<file path="config.mk">
export PLATFORM = sky130hd
export DESIGN_NAME = ifetch_unit
export DESIGN_NICKNAME = d
export VERILOG_FILES = /design/src/rtl/ifetch_unit.sv
export SDC_FILE = /design/constraint.sdc
export NUM_CORES = 1
export LEC_CHECK = 0
export ABC_AREA = 0
export BUFFER_PORTS_ARGS = -buffer_cell sky130_fd_sc_hd__buf_2
export CAP_MARGIN = 40
export CORE_MARGIN = 2
export CORE_UTILIZATION = 45
export CTS_BUF_LIST = sky130_fd_sc_hd__clkbuf_4
export CTS_CLUSTER_DIAMETER = 40
export DETAILED_ROUTE_END_ITERATION = 8
export HOLD_SLACK_MARGIN = 0.02
export PLACE_DENSITY_LB_ADDON = 0.3
export SLEW_MARGIN = 25
export SYNTH_ARGS = -nofsm -noshare
export SYNTH_HDL_FRONTEND = slang
export SYNTH_SLANG_ARGS = --single-unit
</file>
<file path="constraint.sdc">
create_clock -name clk -period 2.3 [get_ports clk]
set_input_delay 0 -clock clk [delete_from_list [all_inputs] [get_ports clk]]
set_output_delay 0 -clock clk [all_outputs]
set_load 0.03 [all_outputs]
</file>
<file path="src/rtl/ifetch_unit.sv">
// Instruction-fetch stage: PC register, req/ack imem port, and a valid/ready hand-off to decode.
// Optional macro IFETCH_ALIGN_CHECK_EN enables the sticky misaligned-redirect flag fetch_err.
module ifetch_unit #(
    parameter logic [31:0] RESET_PC = 32'h0000_3000
) (
    input  logic        clk,
    input  logic        rst_n,
    output logic        imem_req,
    output logic [31:0] imem_addr,
    input  logic        imem_ack,
    input  logic [31:0] imem_rdata,
    input  logic        stall,
    input  logic        redirect_valid,
    input  logic [31:0] redirect_pc,
    output logic        id_valid,
    input  logic        id_ready,
    output logic [31:0] id_instr,
    output logic [31:0] id_pc,
    output logic [31:0] id_pc4,
    output logic [15:0] id_imm16,
    output logic        fetch_err
);

    typedef enum logic {
        S_REQ = 1'b0,
        S_OUT = 1'b1
    } state_t;

    state_t      state_q, state_d;
    logic [31:0] pc_q, pc_d;
    logic [31:0] id_instr_q, id_instr_d;
    logic [31:0] id_pc_q, id_pc_d;
    logic        fetch_fire;
    logic [31:0] redirect_target;

    // Requests are suppressed while reset is held so memory never sees a stale issue.
    assign imem_req        = rst_n && (state_q == S_REQ) && !stall;
    assign imem_addr       = pc_q;
    assign fetch_fire      = imem_req && imem_ack;
    assign redirect_target = {redirect_pc[31:2], 2'b00};

    assign id_valid  = (state_q == S_OUT);
    assign id_instr  = id_instr_q;
    assign id_pc     = id_pc_q;
    assign id_pc4    = id_pc_q + 32'd4;
    assign id_imm16  = id_instr_q[15:0];

    always_comb begin
        state_d    = state_q;
        pc_d       = pc_q;
        id_instr_d = id_instr_q;
        id_pc_d    = id_pc_q;

        // A redirect overrides everything: same-cycle ack and id_ready are both dropped.
        if (redirect_valid) begin
            pc_d    = redirect_target;
            state_d = S_REQ;
        end else begin
            case (state_q)
                S_REQ: begin
                    if (fetch_fire) begin
                        id_instr_d = imem_rdata;
                        id_pc_d    = pc_q;
                        pc_d       = pc_q + 32'd4;
                        state_d    = S_OUT;
                    end
                end
                S_OUT: begin
                    if (id_ready) begin
                        state_d = S_REQ;
                    end
                end
                default: state_d = S_REQ;
            endcase
        end
    end

    always_ff @(posedge clk or negedge rst_n) begin
        if (!rst_n) begin
            state_q    <= S_REQ;
            pc_q       <= RESET_PC;
            id_instr_q <= 32'h0000_0000;
            id_pc_q    <= RESET_PC;
        end else begin
            state_q    <= state_d;
            pc_q       <= pc_d;
            id_instr_q <= id_instr_d;
            id_pc_q    <= id_pc_d;
        end
    end

`ifdef IFETCH_ALIGN_CHECK_EN
    logic fetch_err_q, fetch_err_d;

    always_comb begin
        fetch_err_d = fetch_err_q;
        if (redirect_valid && (redirect_pc[1:0] != 2'b00)) begin
            fetch_err_d = 1'b1;
        end
    end

    always_ff @(posedge clk or negedge rst_n) begin
        if (!rst_n) begin
            fetch_err_q <= 1'b0;
        end else begin
            fetch_err_q <= fetch_err_d;
        end
    end

    assign fetch_err = fetch_err_q;
`else
    // Low target bits are simply discarded when alignment checking is off.
    logic unused_redirect_lsbs;
    assign unused_redirect_lsbs = ^redirect_pc[1:0];
    assign fetch_err            = 1'b0;
`endif

endmodule
</file>
==> results.rst <==
.. list-table::
   :header-rows: 1

   * - Metric
     - Value
   * - Clk sink count
     - 93
   * - P&R area growth vs syn
     - 47.10%
   * - Top-level port count
     - 217
   * - Number of flip-flops and latches in the synthesized netlist
     - 93
   * - Multi-input gate area in the final layout
     - 0.002345 mm2
   * - Synthesized instance count
     - 462
   * - Avg Cell Area, Syn
     - 10.50 um2
   * - Distinct cell type count after synthesis
     - 44
   * - Wire length of the first global-routing pass
     - 22.62 mm
   * - Element type at the critical path end
     - output port
   * - Transition time at the pin with the least slew margin
     - 0.5498 ns
   * - Latest clock arrival within the worst-skew pair
     - 0.47 ns
   * - Detailed router's first-iteration violation count
     - 269
   * - Arrival time reported for the critical path endpoint
     - 2.34 ns
   * - Final GP Congestion
     - 0.8840
   * - Async SR Flop Fraction
     - 1.000
   * - Placeable core region
     - 0.01042 mm2
   * - Dominant synthesized flop cell
     - sky130_fd_sc_hd__dfrtp_1
   * - Req. time, crit path
     - 2.30 ns
   * - Setup violation total in the final timing report
     - 2
   * - Failing checks
     - setup timing
   * - Sequential-to-total area share from yosys stat
     - 0.4808
   * - Pins over their slew limit
     - 0
   * - Max-capacitance violation count
     - 0
   * - Final number of hold-violating endpoints
     - 0
   * - Largest fanout on the critical path
     - 5
   * - Setup repair after global routing missed its margin
     - yes
   * - Ratio of total power to cell area
     - 850.8 mW/mm2
   * - Sequential cell area
     - 0.002337 mm2
   * - Aggregate routed wire length
     - 15.05 mm
   * - Starting density of the core
     - 0.4657
   * - Maximum clock path buffer count
     - 2
   * - Worst slack at placement
     - 0.2867 ns
   * - Status
     - finished, violations left
   * - Antenna Cells
     - 0
   * - Category of the most critical setup path
     - register to output port
   * - Number of routed nets with antenna violations
     - 0
   * - CTS tree
     - yes
   * - Path type of the worst min-delay path
     - input pin to asynchronous set/reset pin
   * - Final worst setup slack
     - -0.03916 ns
   * - Cell area after technology mapping
     - 0.004851 mm2
   * - Drt via density
     - 5.288
   * - Number of buffers inserted during clock tree synthesis
     - 9
   * - Min Tclk post-route
     - 2.339 ns
   * - Overall overflow remaining after global route
     - 0
   * - Slew HR
     - 0.6307
   * - Std-Cell Rows
     - 37
   * - Maximum number of pins on one net before global-route repair
     - 69
   * - Total Nets Final
     - 815
   * - Final cycle utilization of the critical path
     - 1.017
   * - Detailed placer's ending HPWL
     - 9.921 mm
   * - Number of flops mapped to enable cells by yosys
     - 0
   * - Die Y
     - 107.8 um
   * - Average wire length per cell after detail routing
     - 17.02 um
   * - CTS HTree Levels
     - 3
   * - Filler cell count in the final layout
     - 819
   * - Worst Setup Start Kind
     - register
   * - Clock-pin slew on the worst setup and hold paths
     - 0.17 ns
   * - Via count of the first global-routing pass
     - 4372
   * - Leakage power
     - 0.003277 uW
   * - Max rail drop VDD
     - 0.5008 mV
   * - 1st-pass router iterations
     - 5
   * - Timing-limited maximum frequency
     - 0.4275 GHz
   * - Full die area
     - 0.01163 mm2
   * - Reg2Reg Depth
     - 6
   * - Fraction of layout instances using a drive strength above 1
     - 0.4412
   * - Horizontal die dimension
     - 107.8 um
   * - Count of synthesis-stage warnings from yosys
     - 0
   * - Setup slack, reg-to-reg
     - 0.23 ns
   * - DRC
     - 0
   * - Total power
     - 6071 uW
   * - Root buffer cell
     - sky130_fd_sc_hd__clkbuf_4
   * - Number of antenna violations at the first check in global routing
     - 0
   * - Number of buffers inserted by port buffering
     - 207
   * - Final Skew
     - 0.02471 ns
   * - GR Util All Layers
     - 0.2515
   * - Total via count in the routed design
     - 4675
power by group:
part | switching, uW | leakage, uW | total (uW) | internal [uW]
sequential | 396 | 0.00110 | 2360 | 1970
combinational | 1710 | 0.00209 | 2620 | 904
clock | 632 | 0.0000902 | 1090 | 460
total | 2740 | 0.00328 | 6070 | 3330
metal layers:
metal	vias up	track usage	routed length (um)
met1	2228	0.3250	6228
met4	0	0.08425	379
met5	-	0	0
li1	2213	-	-
met3	29	0.04056	882
met2	205	0.4290	7557
per-stage QoR:
step	setup TNS (ns)	std cells	util	hold slack, ns	area (um2)
after detailed placement	0	778	0.5713	0.04269	5951
after global placement	0	777	0.5686	0.03672	5923
after global routing	-1.022	884	0.6850	0.05364	7136
after floorplan	0	468	-	-0.2956	4873
after CTS	-0.08052	875	0.6673	0.07174	6950
final	-0.04959	884	0.6850	0.05417	7136
timing repair:
action | CTS | global route
setup endpoints to repair | 11 | 18
buffers inserted | 0 | 8
endpoints found under the hold margin | 109 | 0
gates cloned | 0 | 1
hold buffers | 81 | 0
pin swaps | 0 | 8
resized for setup | 3 | 39
sequential cells by signal (all words and copies together), names as in the netlist:
signal / flops
id_pc: 30
imem_addr: 30
id_valid: 1
id_instr: 32
layout by cell type, fill, tap and decap left out, types with 3 or more instances in the layout:
| master | count |
|---|---|
| sky130_fd_sc_hd__nor3_2 | 6 |
| sky130_fd_sc_hd__nor3_1 | 3 |
| sky130_fd_sc_hd__and4_1 | 7 |
| sky130_fd_sc_hd__or3_1 | 3 |
| sky130_fd_sc_hd__dfrtp_1 | 85 |
| sky130_fd_sc_hd__buf_4 | 29 |
| sky130_fd_sc_hd__buf_2 | 198 |
| sky130_fd_sc_hd__o21ai_0 | 21 |
| sky130_fd_sc_hd__nor2_1 | 19 |
| sky130_fd_sc_hd__nor4_4 | 3 |
| sky130_fd_sc_hd__and3_1 | 4 |
| sky130_fd_sc_hd__nand4_1 | 18 |
| sky130_fd_sc_hd__xnor2_1 | 15 |
| sky130_fd_sc_hd__xor2_1 | 21 |
| sky130_fd_sc_hd__a31oi_1 | 12 |
| sky130_fd_sc_hd__dfrtp_2 | 4 |
| sky130_fd_sc_hd__or4_1 | 15 |
| sky130_fd_sc_hd__conb_1 | 7 |
| sky130_fd_sc_hd__mux2_2 | 57 |
| sky130_fd_sc_hd__nand2_1 | 38 |
| sky130_fd_sc_hd__clkbuf_4 | 9 |
| sky130_fd_sc_hd__inv_1 | 10 |
| sky130_fd_sc_hd__nand3_1 | 26 |
| sky130_fd_sc_hd__dfstp_2 | 4 |
| sky130_fd_sc_hd__dlygate4sd3_1 | 81 |
| sky130_fd_sc_hd__or2_4 | 3 |
| sky130_fd_sc_hd__and2_1 | 3 |
| sky130_fd_sc_hd__o31ai_1 | 8 |
| sky130_fd_sc_hd__o211ai_1 | 4 |
cells in the mapped netlist (3+ instances only):
library cell / n / area [um2]
sky130_fd_sc_hd__dfrtp_1: 89 / 2227
sky130_fd_sc_hd__buf_1: 5 / 18.77
sky130_fd_sc_hd__and2_1: 4 / 25.02
sky130_fd_sc_hd__nand4_1: 18 / 112.6
sky130_fd_sc_hd__dfstp_2: 4 / 105.1
sky130_fd_sc_hd__a31oi_1: 12 / 75.07
sky130_fd_sc_hd__or3_1: 3 / 18.77
sky130_fd_sc_hd__buf_4: 23 / 172.7
sky130_fd_sc_hd__and3_1: 4 / 25.02
sky130_fd_sc_hd__nor3_1: 9 / 45.04
sky130_fd_sc_hd__clkbuf_1: 13 / 48.80
sky130_fd_sc_hd__o211ai_1: 4 / 30.03
sky130_fd_sc_hd__and4_1: 8 / 70.07
sky130_fd_sc_hd__xnor2_1: 15 / 131.4
sky130_fd_sc_hd__nor2_1: 20 / 75.07
sky130_fd_sc_hd__buf_2: 6 / 30.03
sky130_fd_sc_hd__or4_1: 15 / 112.6
sky130_fd_sc_hd__o21ai_0: 21 / 105.1
sky130_fd_sc_hd__nor4_1: 5 / 31.28
sky130_fd_sc_hd__nand2_1: 38 / 142.6
sky130_fd_sc_hd__mux2_2: 57 / 641.9
sky130_fd_sc_hd__o31ai_1: 8 / 60.06
sky130_fd_sc_hd__nand3_1: 27 / 135.1
sky130_fd_sc_hd__xor2_1: 21 / 183.9
sky130_fd_sc_hd__inv_1: 10 / 37.54
cell families (layout without fill, tap and decap cells):
logic type	after synthesis	in the layout	share of synthesized area
mux	58	58	0.1344
flops	93	93	0.4808
xor+xnor	36	36	0.06500
buf+inv	58	337	0.06423
compound gates	53	53	0.06861
other cells	1	7	0.0007731
fa+ha+maj	2	2	0.005158
simple gates	161	162	0.1811
final timing paths:
path                           startpoint       endpoint
max                              id_pc[3]     id_pc4[28]
min                                 rst_n   id_instr[20]
min in group clk           redirect_valid  imem_addr[12]
min reg2reg                  id_instr[30]   id_instr[30]
max in group asynchronous           rst_n  imem_addr[13]
max reg2reg                      id_valid   imem_addr[6]
final cells by class:
cell class,instances,share of cell area
clock buffer,9,0.009469
clock inverter,7,0.01508
inverter,11,0.005786
multi-input combinational,318,0.3286
sequential,93,0.3275
tap,136,0.02385
timing repair buffer,310,0.2897
critical path, stage by stage (launching register included):
cell and delay (ns):
sky130_fd_sc_hd__dfrtp_1 0.46, sky130_fd_sc_hd__ha_2 0.23, sky130_fd_sc_hd__and4_4 0.26, sky130_fd_sc_hd__nand4_1 0.18, sky130_fd_sc_hd__buf_4 0.22, sky130_fd_sc_hd__nor4_4 0.14
sky130_fd_sc_hd__xor2_1 0.19, sky130_fd_sc_hd__buf_4 0.19
(Power assumes the default switching activity.)
